## src/rtl/bitsim_pkg.sv

```systemverilog
// rtl/bitsim_pkg.sv - shared types for the bit scan encoder
package bitsim_pkg;

  typedef enum logic {
    IDLE = 1'b0,
    SCAN = 1'b1
  } scan_state_t;

endpackage

```

## src/rtl/bit_scan_encoder_if.sv

```systemverilog
// rtl/bit_scan_encoder_if.sv - mask-in / index-out handshake bundle
interface bit_scan_encoder_if #(
  parameter int WIDTH = 16
);
  localparam int IDXW = $clog2(WIDTH);

  logic             in_valid;
  logic             in_ready;
  logic [WIDTH-1:0] in_mask;
  logic             out_valid;
  logic             out_ready;
  logic [IDXW-1:0]  out_idx;
  logic             out_last;
  logic             out_empty;

  modport master (
    output in_valid, in_mask, out_ready,
    input  in_ready, out_valid, out_idx, out_last, out_empty
  );

  modport slave (
    input  in_valid, in_mask, out_ready,
    output in_ready, out_valid, out_idx, out_last, out_empty
  );
endinterface

```

## src/rtl/pri_encoder_w.sv

```systemverilog
// rtl/pri_encoder_w.sv - combinational priority encoder, selectable scan direction
module pri_encoder_w #(
  parameter int WIDTH     = 16,
  parameter int MSB_FIRST = 1
) (
  input  logic [WIDTH-1:0]         vec,
  output logic [$clog2(WIDTH)-1:0] index,
  output logic                     zero
);
  localparam int IDXW = $clog2(WIDTH);

  // Later matches overwrite earlier ones, so loop direction picks the winner.
  always_comb begin
    index = '0;
    zero  = ~|vec;
    if (MSB_FIRST != 0) begin
      for (int i = 0; i < WIDTH; i++) begin
        if (vec[i]) index = IDXW'(i);
      end
    end else begin
      for (int i = WIDTH - 1; i >= 0; i--) begin
        if (vec[i]) index = IDXW'(i);
      end
    end
  end
endmodule

```

## src/rtl/bit_scan_encoder.sv

```systemverilog
// rtl/bit_scan_encoder.sv - emits the set-bit indices of a mask one beat at a time
module bit_scan_encoder
  import bitsim_pkg::*;
#(
  parameter int WIDTH     = 16,
  parameter int MSB_FIRST = 1
) (
  input  logic               clk,
  input  logic               reset_n,
  bit_scan_encoder_if.slave  bus,
  output logic               busy
);
  localparam int IDXW = $clog2(WIDTH);

  scan_state_t      state, state_nxt;
  logic [WIDTH-1:0] work, work_nxt;
  logic [IDXW-1:0]  enc_idx;
  logic             enc_zero;
  logic             at_most_one;
  logic             scanning;
  logic             last_beat;

  pri_encoder_w #(
    .WIDTH     (WIDTH),
    .MSB_FIRST (MSB_FIRST)
  ) u_enc (
    .vec   (work),
    .index (enc_idx),
    .zero  (enc_zero)
  );

  // Clearing the lowest set bit leaves zero iff at most one bit was set.
  assign at_most_one = (work & (work - WIDTH'(1))) == '0;
  assign scanning    = (state == SCAN);
  assign last_beat   = scanning & at_most_one;

  assign busy          = scanning;
  assign bus.out_valid = scanning;
  assign bus.out_last  = last_beat;
  assign bus.out_empty = scanning & enc_zero;
  assign bus.out_idx   = scanning ? enc_idx : '0;
  assign bus.in_ready  = !scanning | (bus.out_ready & last_beat);

  always_comb begin
    state_nxt = state;
    work_nxt  = work;
    case (state)
      IDLE: begin
        if (bus.in_valid) begin
          state_nxt = SCAN;
          work_nxt  = bus.in_mask;
        end
      end
      SCAN: begin
        if (bus.out_ready) begin
          if (last_beat) begin
            if (bus.in_valid) begin
              work_nxt = bus.in_mask;
            end else begin
              state_nxt = IDLE;
              work_nxt  = '0;
            end
          end else begin
            work_nxt[enc_idx] = 1'b0;
          end
        end
      end
      default: state_nxt = IDLE;
    endcase
  end

  always_ff @(posedge clk or negedge reset_n) begin
    if (!reset_n) begin
      state <= IDLE;
      work  <= '0;
    end else begin
      state <= state_nxt;
      work  <= work_nxt;
    end
  end
endmodule

```

## src/flat_wrapper.sv

```systemverilog
// flat-port wrapper written by rule: the top's interface ports become plain ports
module bit_scan_encoder_flat import bitsim_pkg::*;
#(
  parameter int WIDTH     = 16,
  parameter int MSB_FIRST = 1
)
  (clk, reset_n, busy, bus_in_valid, bus_in_mask, bus_out_ready, bus_in_ready, bus_out_valid, bus_out_idx, bus_out_last, bus_out_empty);
  bit_scan_encoder_if #(.WIDTH(WIDTH)) bus_i ();
  input  logic clk;
  input  logic reset_n;
  output logic busy;
  input wire logic [$bits(bus_i.in_valid)-1:0] bus_in_valid;
  input wire logic [$bits(bus_i.in_mask)-1:0] bus_in_mask;
  input wire logic [$bits(bus_i.out_ready)-1:0] bus_out_ready;
  output wire logic [$bits(bus_i.in_ready)-1:0] bus_in_ready;
  output wire logic [$bits(bus_i.out_valid)-1:0] bus_out_valid;
  output wire logic [$bits(bus_i.out_idx)-1:0] bus_out_idx;
  output wire logic [$bits(bus_i.out_last)-1:0] bus_out_last;
  output wire logic [$bits(bus_i.out_empty)-1:0] bus_out_empty;
  assign bus_i.in_valid = bus_in_valid;
  assign bus_i.in_mask = bus_in_mask;
  assign bus_i.out_ready = bus_out_ready;
  assign bus_in_ready = bus_i.in_ready;
  assign bus_out_valid = bus_i.out_valid;
  assign bus_out_idx = bus_i.out_idx;
  assign bus_out_last = bus_i.out_last;
  assign bus_out_empty = bus_i.out_empty;
  bit_scan_encoder #(.WIDTH(WIDTH), .MSB_FIRST(MSB_FIRST)) u_core (.clk(clk), .reset_n(reset_n), .bus(bus_i), .busy(busy));
endmodule
```

## config.mk

```make
export PLATFORM = sky130hd
export DESIGN_NAME = bit_scan_encoder_flat
export DESIGN_NICKNAME = d
export VERILOG_FILES = /design/src/rtl/bitsim_pkg.sv /design/src/rtl/bit_scan_encoder_if.sv /design/src/rtl/pri_encoder_w.sv /design/src/rtl/bit_scan_encoder.sv /design/src/flat_wrapper.sv
export SDC_FILE = /design/constraint.sdc
export NUM_CORES = 1
export LEC_CHECK = 0
export CORE_ASPECT_RATIO = 2
export CORE_MARGIN = 5
export CORE_UTILIZATION = 29
export CTS_BUF_LIST = sky130_fd_sc_hd__clkbuf_8
export DETAILED_ROUTE_END_ITERATION = 8
export DONT_BUFFER_PORTS = 1
export MAX_ROUTING_LAYER = met4
export SYNTH_ARGS = -nofsm -noshare
export SYNTH_HDL_FRONTEND = slang
export SYNTH_HIERARCHICAL = 1
export SYNTH_SLANG_ARGS = --single-unit
```

## constraint.sdc

```tcl
create_clock -name clk -period 4.65 [get_ports clk]
set_input_delay 0.6975 -clock clk [delete_from_list [all_inputs] [get_ports clk]]
set_output_delay 0.6975 -clock clk [all_outputs]
set_load 0.02 [all_outputs]
```

* After elaboration in Yosys (flattened, before gate mapping)
Index checks and enable logic that the tools add are counted.
** Storage, ports and cells
- Logic and storage cells :: 48
- Input bits :: 20
- Register bits :: 17
- Output and inout port bits :: 9
** Cells by class
- Add/sub/neg operators :: 1
- Eq/ne operators :: 2
- Reductions and logical operators :: 6
- Bitwise operators :: 8
- Magnitude comparators :: 2
- Multiplexer cells :: 27
** Operators by type and width (count)
- 16-bit 2-to-1 mux :: 4
- 4-bit 2-to-1 mux :: 15
- 16-bit AND :: 2
- 16-bit case mux with 2 select lines :: 1
- 16-bit logical NOT :: 1
- 16-bit NOT :: 1
- 16-bit OR reduction :: 1
- 16-bit by 1-bit subtractor with 16-bit output, second input constant :: 1
- 4-bit by 5-bit less-than comparator with 1-bit output, second input constant :: 1
- 1-bit 2-to-1 mux :: 5
- 1-bit demux with 4-bit select :: 1
- 4-bit by 1-bit >= comparator with 1-bit output, second input constant :: 1
- 2-bit != test, second input constant :: 2
- 1-bit AND :: 3
- 1-bit logical NOT :: 2
- 1-bit case mux with 2 select lines :: 1
- 2-bit AND reduction :: 1
- 1-bit logical AND :: 1
- 1-bit NOT :: 1
- 1-bit bitwise OR :: 1

* Longest topological paths before layout
Gate-level depths: netlist (run 1).
- Depth in word-level cells :: 24
- Gate-level depth with buffers :: 9
- Gate-level depth less buffers :: 9

* Modules after synthesis
The synthesis (run 1) kept the hierarchy.
** Modules (own cells, without submodules)
- bit_scan_encoder :: area each 1498.9 sq um, sequential area each 425.4 sq um, cells an instance 190, times used 1
- pri_encoder_w :: area each 161.4 sq um, sequential area each 0.0 sq um, cells an instance 29, times used 1

* Least setup slack after synthesis (run 1)
No wires, ideal clock.
- Path type :: reg-to-output
- Start point :: reg u_core.work[2]
- End point :: out bus_in_ready
- Cell stages (with the launch flop) :: 7
- Setup slack :: 1.755 ns
- Data arrival time :: 2.197 ns
- Path buffers :: 1
- Data required time :: 3.953 ns
- Cell sequence :: dfrtp_1 > or3_4 > maj3_2 > o32ai_2 > o2111ai_4 > buf_4 > o21ai_1
** On the way
- Cells in the longest elaborated chain, start to end :: 6
** Ends and longest elaborated chain
- start, declared :: line bit_scan_encoder.sv:16 : logic [WIDTH-1:0] work, work_nxt;
- start signal, assigned :: line bit_scan_encoder.sv:78 : work <= work_nxt;
- 16-bit by 1-bit subtractor with 16-bit output :: line bit_scan_encoder.sv:33 : assign at_most_one = (work & (work - WIDTH'(1))) == '0;
- 16-bit AND (*) :: line bit_scan_encoder.sv:33
- 16-bit logical NOT (*) :: line bit_scan_encoder.sv:33
- 1-bit AND (*) :: line bit_scan_encoder.sv:35 : assign last_beat = scanning & at_most_one;
- 1-bit AND (*) :: line bit_scan_encoder.sv:42 : assign bus.in_ready = !scanning | (bus.out_ready & last_beat);
- 1-bit bitwise OR (*) :: line bit_scan_encoder.sv:42
- end, declared :: line flat_wrapper.sv:15 : output wire logic [$bits(bus_i.in_ready)-1:0] bus_in_ready;
Mark *: on every way between the ends. The rest lies on a longest branch, timed or not.

* Worst setup path after layout (run 1)
- Start point :: reg u_core.work[5]
- End point :: out bus_in_ready
Same word-level chain as after synthesis.

==> flow_summary.ini, run 1 <==
[status]
run_status = finished clean

[place]
place_area_sq_um = 1690
hpwl_mm = 4.26
placedCellCount = 270
port_buffers = 0
gp_congestion = 0.913

[detailed_routing]
drt_iter0_drc = 41
drtAntennaViolNets = 0
firstDrtPassIters = 4
drcViolationCount = 0
wire_per_inst_um = 20.0
drt_wl_total_mm = 5.48
viasPerCell = 5.99
vias = 1640

[worst_setup_path]
critPathKind = register to output port
worstPathMaxFanout = 18
crit_path_cell_trace = nor4_1, nand4_1, a2111oi_2, o2111ai_4, o21ai_1
cp_slowest_cell = o21ai_1
path_delay_family = compound AO/OA/AOI/OAI gates
crit_arrival_ns = 2.74
cp_data_required_time_ns = 3.95
critPathMaxStageDelay_ns = 0.58
start_kind = register
end_kind = output port
crit_buf_inv = 0

[cells_and_area]
fin_area_sq_um = 1740
layout-drive-gt1-share_pct = 11.3
area_growth_pct = 4.67
seqCellArea_sq_um = 425
antennaDiodeCount = 0
fill_cells = 636
stdcell_count = 274
multi_input_area_sq_um = 1160
final_nets = 234

[clocking]
clock_latency_ns = 0.26
tritoncts = built
clkTransAtPathRegs_ns = 0.08
cts_inserted_buffers = 3
cts_max_path_buffers = 2
post_cts_buffers = 0
cts_hold_buf = 0
cts_root_buf = clkbuf_8
cts_max_level = 1
cts_resized = 0
cts_sinks = 17

[global_route]
grt_remaining_overflow = 0
grt_antenna_before_repair = 0
grt_pass1_vias = 1648
grt_pass1_wl_mm = 8.85
gr-usage-all-layers_pct = 15.6
grt_max_degree = 19

[floorplanning]
fp.dieH_um = 117
num_rows = 39
core_region_area_sq_um = 5660
pin_count = 29
dieArea_sq_um = 7430
die_x_um = 63.5
start_util_pct = 29.3

[yosys]
ys_seq_area_share_pct = 25.6
synth-main-ff-cell = dfrtp_1
synthCells = 219
ys_types = 44
syn_area_per_cell_sq_um = 7.58
ys_warn_count = 6
syn_nets = 239
async_reset_ff_share_pct = 100
synth_edf_count = 0
ys_ff_latch = 17
synth_area_sq_um = 1660

[timing]
slew_headroom_pct = 31.3
worst_pin_slew_ns = 1.03
fmax_mhz = 291
min_period_over_period_pct = 74.0
min_period_ns = 3.44
maxSlewViolCount = 0
grt_setup_unrepaired = no
setup_viol = 0
fin_tns_setup_ns = 0
hold_viol_final = 0
finClkSkew_ns = 0.00381

[power]
vdd_drop_max_v = 0.000209
powerDensity_nw_per_um2 = 388
p_leak_nw = 0.649

[min_path]
min_path_type = input pin to async pin

[job]
drv_cap = 0
[layout by cell type (no fill, tap or decap), types with 2 or more instances in the layout]
cell	count
nor4_1	12
a2111oi_0	2
nand2_1	17
o31ai_1	5
and2_1	6
nor4_2	5
nor3_2	2
or3_1	7
nor3_1	4
clkbuf_8	3
nand4_1	2
a21oi_1	9
nor2_1	43
inv_1	6
dfrtp_1	17
mux2i_1	9
nand2b_1	16
o21ai_0	15
mux2_2	5
a31oi_1	2
nand3_1	2
[stage by stage]
step	hold slack [ns]	setup slack [ns]	utilization [%]	total power, W
after floorplan	0.402	1.76	-	0.000459
after global placement	0.402	1.41	29.9	0.000551
after detailed placement	0.402	1.37	29.9	0.000554
after CTS	0.124	1.17	30.7	0.000671
after global routing	0.118	1.01	30.7	0.000717
final	0.120	1.21	30.7	0.000674
[synthesized netlist by cell type, types with 6 or more instances]
cell type | count | area, sq um
a21oi_1 | 9 | 45.0
nand2b_1 | 16 | 100
nand2_1 | 17 | 63.8
nor2_1 | 43 | 161
clkbuf_1 | 8 | 30.0
nor4_1 | 12 | 75.1
dfrtp_1 | 17 | 425
inv_1 | 6 | 22.5
mux2i_1 | 9 | 90.1
o21ai_0 | 15 | 75.1
and2_1 | 6 | 37.5
or3_1 | 7 | 43.8
[cell type report]
type	count	share of cell area, %
multi-input cells	185	66.7
flip-flops and latches	17	24.5
well taps	61	4.39
clock buffers	3	2.38
inverters	6	1.30
repair buffers	1	0.432
clock inverters	1	0.288
[metal layers]
| metal | GRT usage [%] | part of all wire [%] | wire length [um] |
|---|---|---|---|
| met3 | 1.53 | 3.0 | 165 |
| met1 | 15.1 | 33 | 1830 |
| met2 | 29.8 | 59 | 3230 |
| met5 | - | 0 | 0 |
| met4 | 8.46 | 4.7 | 256 |
[path summary, 6_finish.rpt]
check | from | to | slack, ns | cells past startpoint
min in group clk | bus_in_valid | u_core/bus.out_valid | 0.54 | 1
setup / recovery | u_core/work[5] | bus_in_ready | 1.21 | 5
hold / removal | reset_n | u_core/work[14] | 0.12 | 0
max in group asynchronous | reset_n | u_core/work[4] | 4.45 | 0
hold reg to reg | u_core/work[11] | u_core/work[11] | 0.68 | 2
setup reg to reg | u_core/work[5] | u_core/work[14] | 1.41 | 6
[flip-flops by register name, summed over array words and instances (netlist names)]
register              flops
u_core/work              16
u_core/bus.out_valid      1
[cells by family after synthesis]
group                    count (synthesis)  synth area share [%]
AO/OA/AOI/OAI                           46                  19.8
buffers and inverters                   17                  4.52
adder cells (fa/ha/maj)                  2                  1.28
AND/OR/NAND/NOR                        123                  39.9
multiplexers                            14                  8.82
flip-flops                              17                  25.6
[report_power, final]
part | internal [W] | leakage, nW | switching [W]
Combinational | 0.000101 | 0.451 | 0.000159
Sequential | 0.000187 | 0.173 | 0.000107
Clock | 0.0000597 | 0.0255 | 0.0000596
Total | 0.000348 | 0.649 | 0.000326
(Power assumes the default switching activity.)
==> run 2, diff against run 1 <==
==> constraint.sdc (replaced) <==
create_clock -name clk -period 3.2 [get_ports clk]
set_input_delay 0.48 -clock clk [delete_from_list [all_inputs] [get_ports clk]]
set_output_delay 0.48 -clock clk [all_outputs]
set_load 0.02 [all_outputs]
==> run 2 against run 1 <==
Combinational power is 55% higher. Global-route usage grew 0.45 points. Sequential power increased by 40%. Cell area increased by 2.2%. Clock-buffer cell count did not move. Flip-flop and latch count did not move. Routed wire length grew 2.4%. Non-clock buffer count increased by 5. Critical path type unchanged.
==> flow_summary.ini, run 2 (synthesis results as in run 1) <==
[status]
run_status = finished clean

[clocking]
post_cts_buffers = 0
clkTransAtPathRegs_ns = 0.07
cts_inserted_buffers = 3
clock_latency_ns = 0.26
cts_root_buf = clkbuf_8
cts_max_level = 1
cts_max_path_buffers = 2
cts_sinks = 17
tritoncts = built

[floorplanning]
start_util_pct = 29.3
die_x_um = 63.5
core_region_area_sq_um = 5660
fp.dieH_um = 117
dieArea_sq_um = 7430
pin_count = 29
num_rows = 39

[power]
powerDensity_nw_per_um2 = 555
total_power_w = 0.000986
p_leak_nw = 0.673
vdd_drop_max_v = 0.000301

[worst_setup_path]
start_kind = register
crit_arrival_ns = 2.37
worstPathMaxFanout = 11
r2r_start = u_core/work[11]
end_kind = output port
cp_data_required_time_ns = 2.72
critPathKind = register to output port
cp-startpoint = u_core/work[7]

[place]
hpwl_mm = 4.29
port_buffers = 0
place_ws_ns = 0.532
gp_congestion = 0.937

[timing]
fin_ws_ns = 0.354
fin_tns_setup_ns = 0
min_period_over_period_pct = 88.9
maxSlewViolCount = 0
slew_headroom_pct = 36.3
min_period_ns = 2.85
finClkSkew_ns = 0.00193
hold_viol_final = 0
worst_pin_slew_ns = 0.945
setup_viol = 0
grt_setup_unrepaired = no
fmax_mhz = 351

[cells_and_area]
final_nets = 239
layout-drive-gt1-share_pct = 12.4
layout_commonest_cell = nor2_1
mostFrequentLayoutCells = 43 x nor2_1, 17 x nand2_1, 17 x dfrtp_1, 16 x nand2b_1, 15 x o21ai_0
antennaDiodeCount = 0
largest_register_ffs = 16
area_growth_pct = 7.01
fill_cells = 616
regMostFlops = u_core/work

[global_route]
grt_pass1_vias = 1754
grt_antenna_before_repair = 0
grt_pass1_wl_mm = 8.96
gr-usage-all-layers_pct = 16.1
grt_max_degree = 18
grt_remaining_overflow = 0

[detailed_routing]
vias = 1663
drt_iter0_drc = 42
drtAntennaViolNets = 0
drcViolationCount = 0
firstDrtPassIters = 4
drt_wl_total_mm = 5.61
wire_per_inst_um = 20.1
viasPerCell = 5.96

[min_path]
min_from = bus_in_valid
min_path_type = input pin to register

[job]
drv_cap = 0
## run 2: cell count changes in the layout (fill, tap and decap cells not counted)
cell / change
buf_4: +4
clkinv_2: -1
dlygate4sd3_1: +1
inv_1: +1
## run 2: what timing repair did
action | 4_1_cts | 5_1_grt
hold buffers | 1 | 0
endpoints found under the hold margin | 17 | 0
resized for setup | 0 | 0
## run 2: path summary, 6_finish.rpt
check | end | slack [ns] | depth (start not counted)
worst max-delay path | bus_in_ready | 0.35 | 5
worst min-delay path | u_core/bus.out_valid | 0.32 | 1
worst max register to register | u_core/work[7] | 0.40 | 8
worst min register to register | u_core/work[2] | 0.66 | 2
max in group asynchronous | u_core/work[3] | 1.87 | 1
min in group asynchronous | u_core/work[5] | 0.79 | 1
## run 2: cell type report
class | instances | area [sq um] | area share, %
multi-input combinational | 185 | 1160 | 65.3
sequential | 17 | 425 | 23.9
tap | 61 | 76.3 | 4.30
timing repair buffer | 6 | 47.5 | 2.68
clock buffer | 3 | 41.3 | 2.32
inverter | 6 | 22.5 | 1.27
clock inverter | 1 | 3.75 | 0.211
## run 2: critical path, stage by stage (launching register included)
cell and delay, ns:
dfrtp_1 0.52, nor3_1 0.29, nand4_1 0.15, a2111oi_2 0.48, o2111ai_4 0.21, o21ai_1 0.44
## run 2: per-stage QoR
| stage | util [%] | hold WS [ns] | instance area, sq um | cells |
|---|---|---|---|---|
| detailed placement | 30.4 | 0.185 | 1720 | 274 |
| floorplan | - | 0.184 | 1660 | 219 |
| finish | 31.4 | 0.320 | 1780 | 279 |
| CTS | 31.4 | 0.319 | 1780 | 279 |
| global placement | 30.4 | 0.185 | 1720 | 274 |
| global route | 31.4 | 0.317 | 1780 | 279 |
## run 2: routing by layer
metal | routed length, um | up-vias | track usage, % | share of wire, %
li1 | - | 797 | - | -
met1 | 1900 | 790 | 14.8 | 34
met2 | 3190 | 49 | 29.8 | 57
met3 | 186 | 27 | 1.24 | 3.3
met4 | 331 | 0 | 12.8 | 5.9
met5 | 0 | - | - | 0
## run 2: report_power, final
part | switching (W) | total [W] | internal, W
Sequential | 0.000140 | 0.000412 | 0.000272
Combinational | 0.000246 | 0.000402 | 0.000156
Clock | 0.0000868 | 0.000172 | 0.0000857
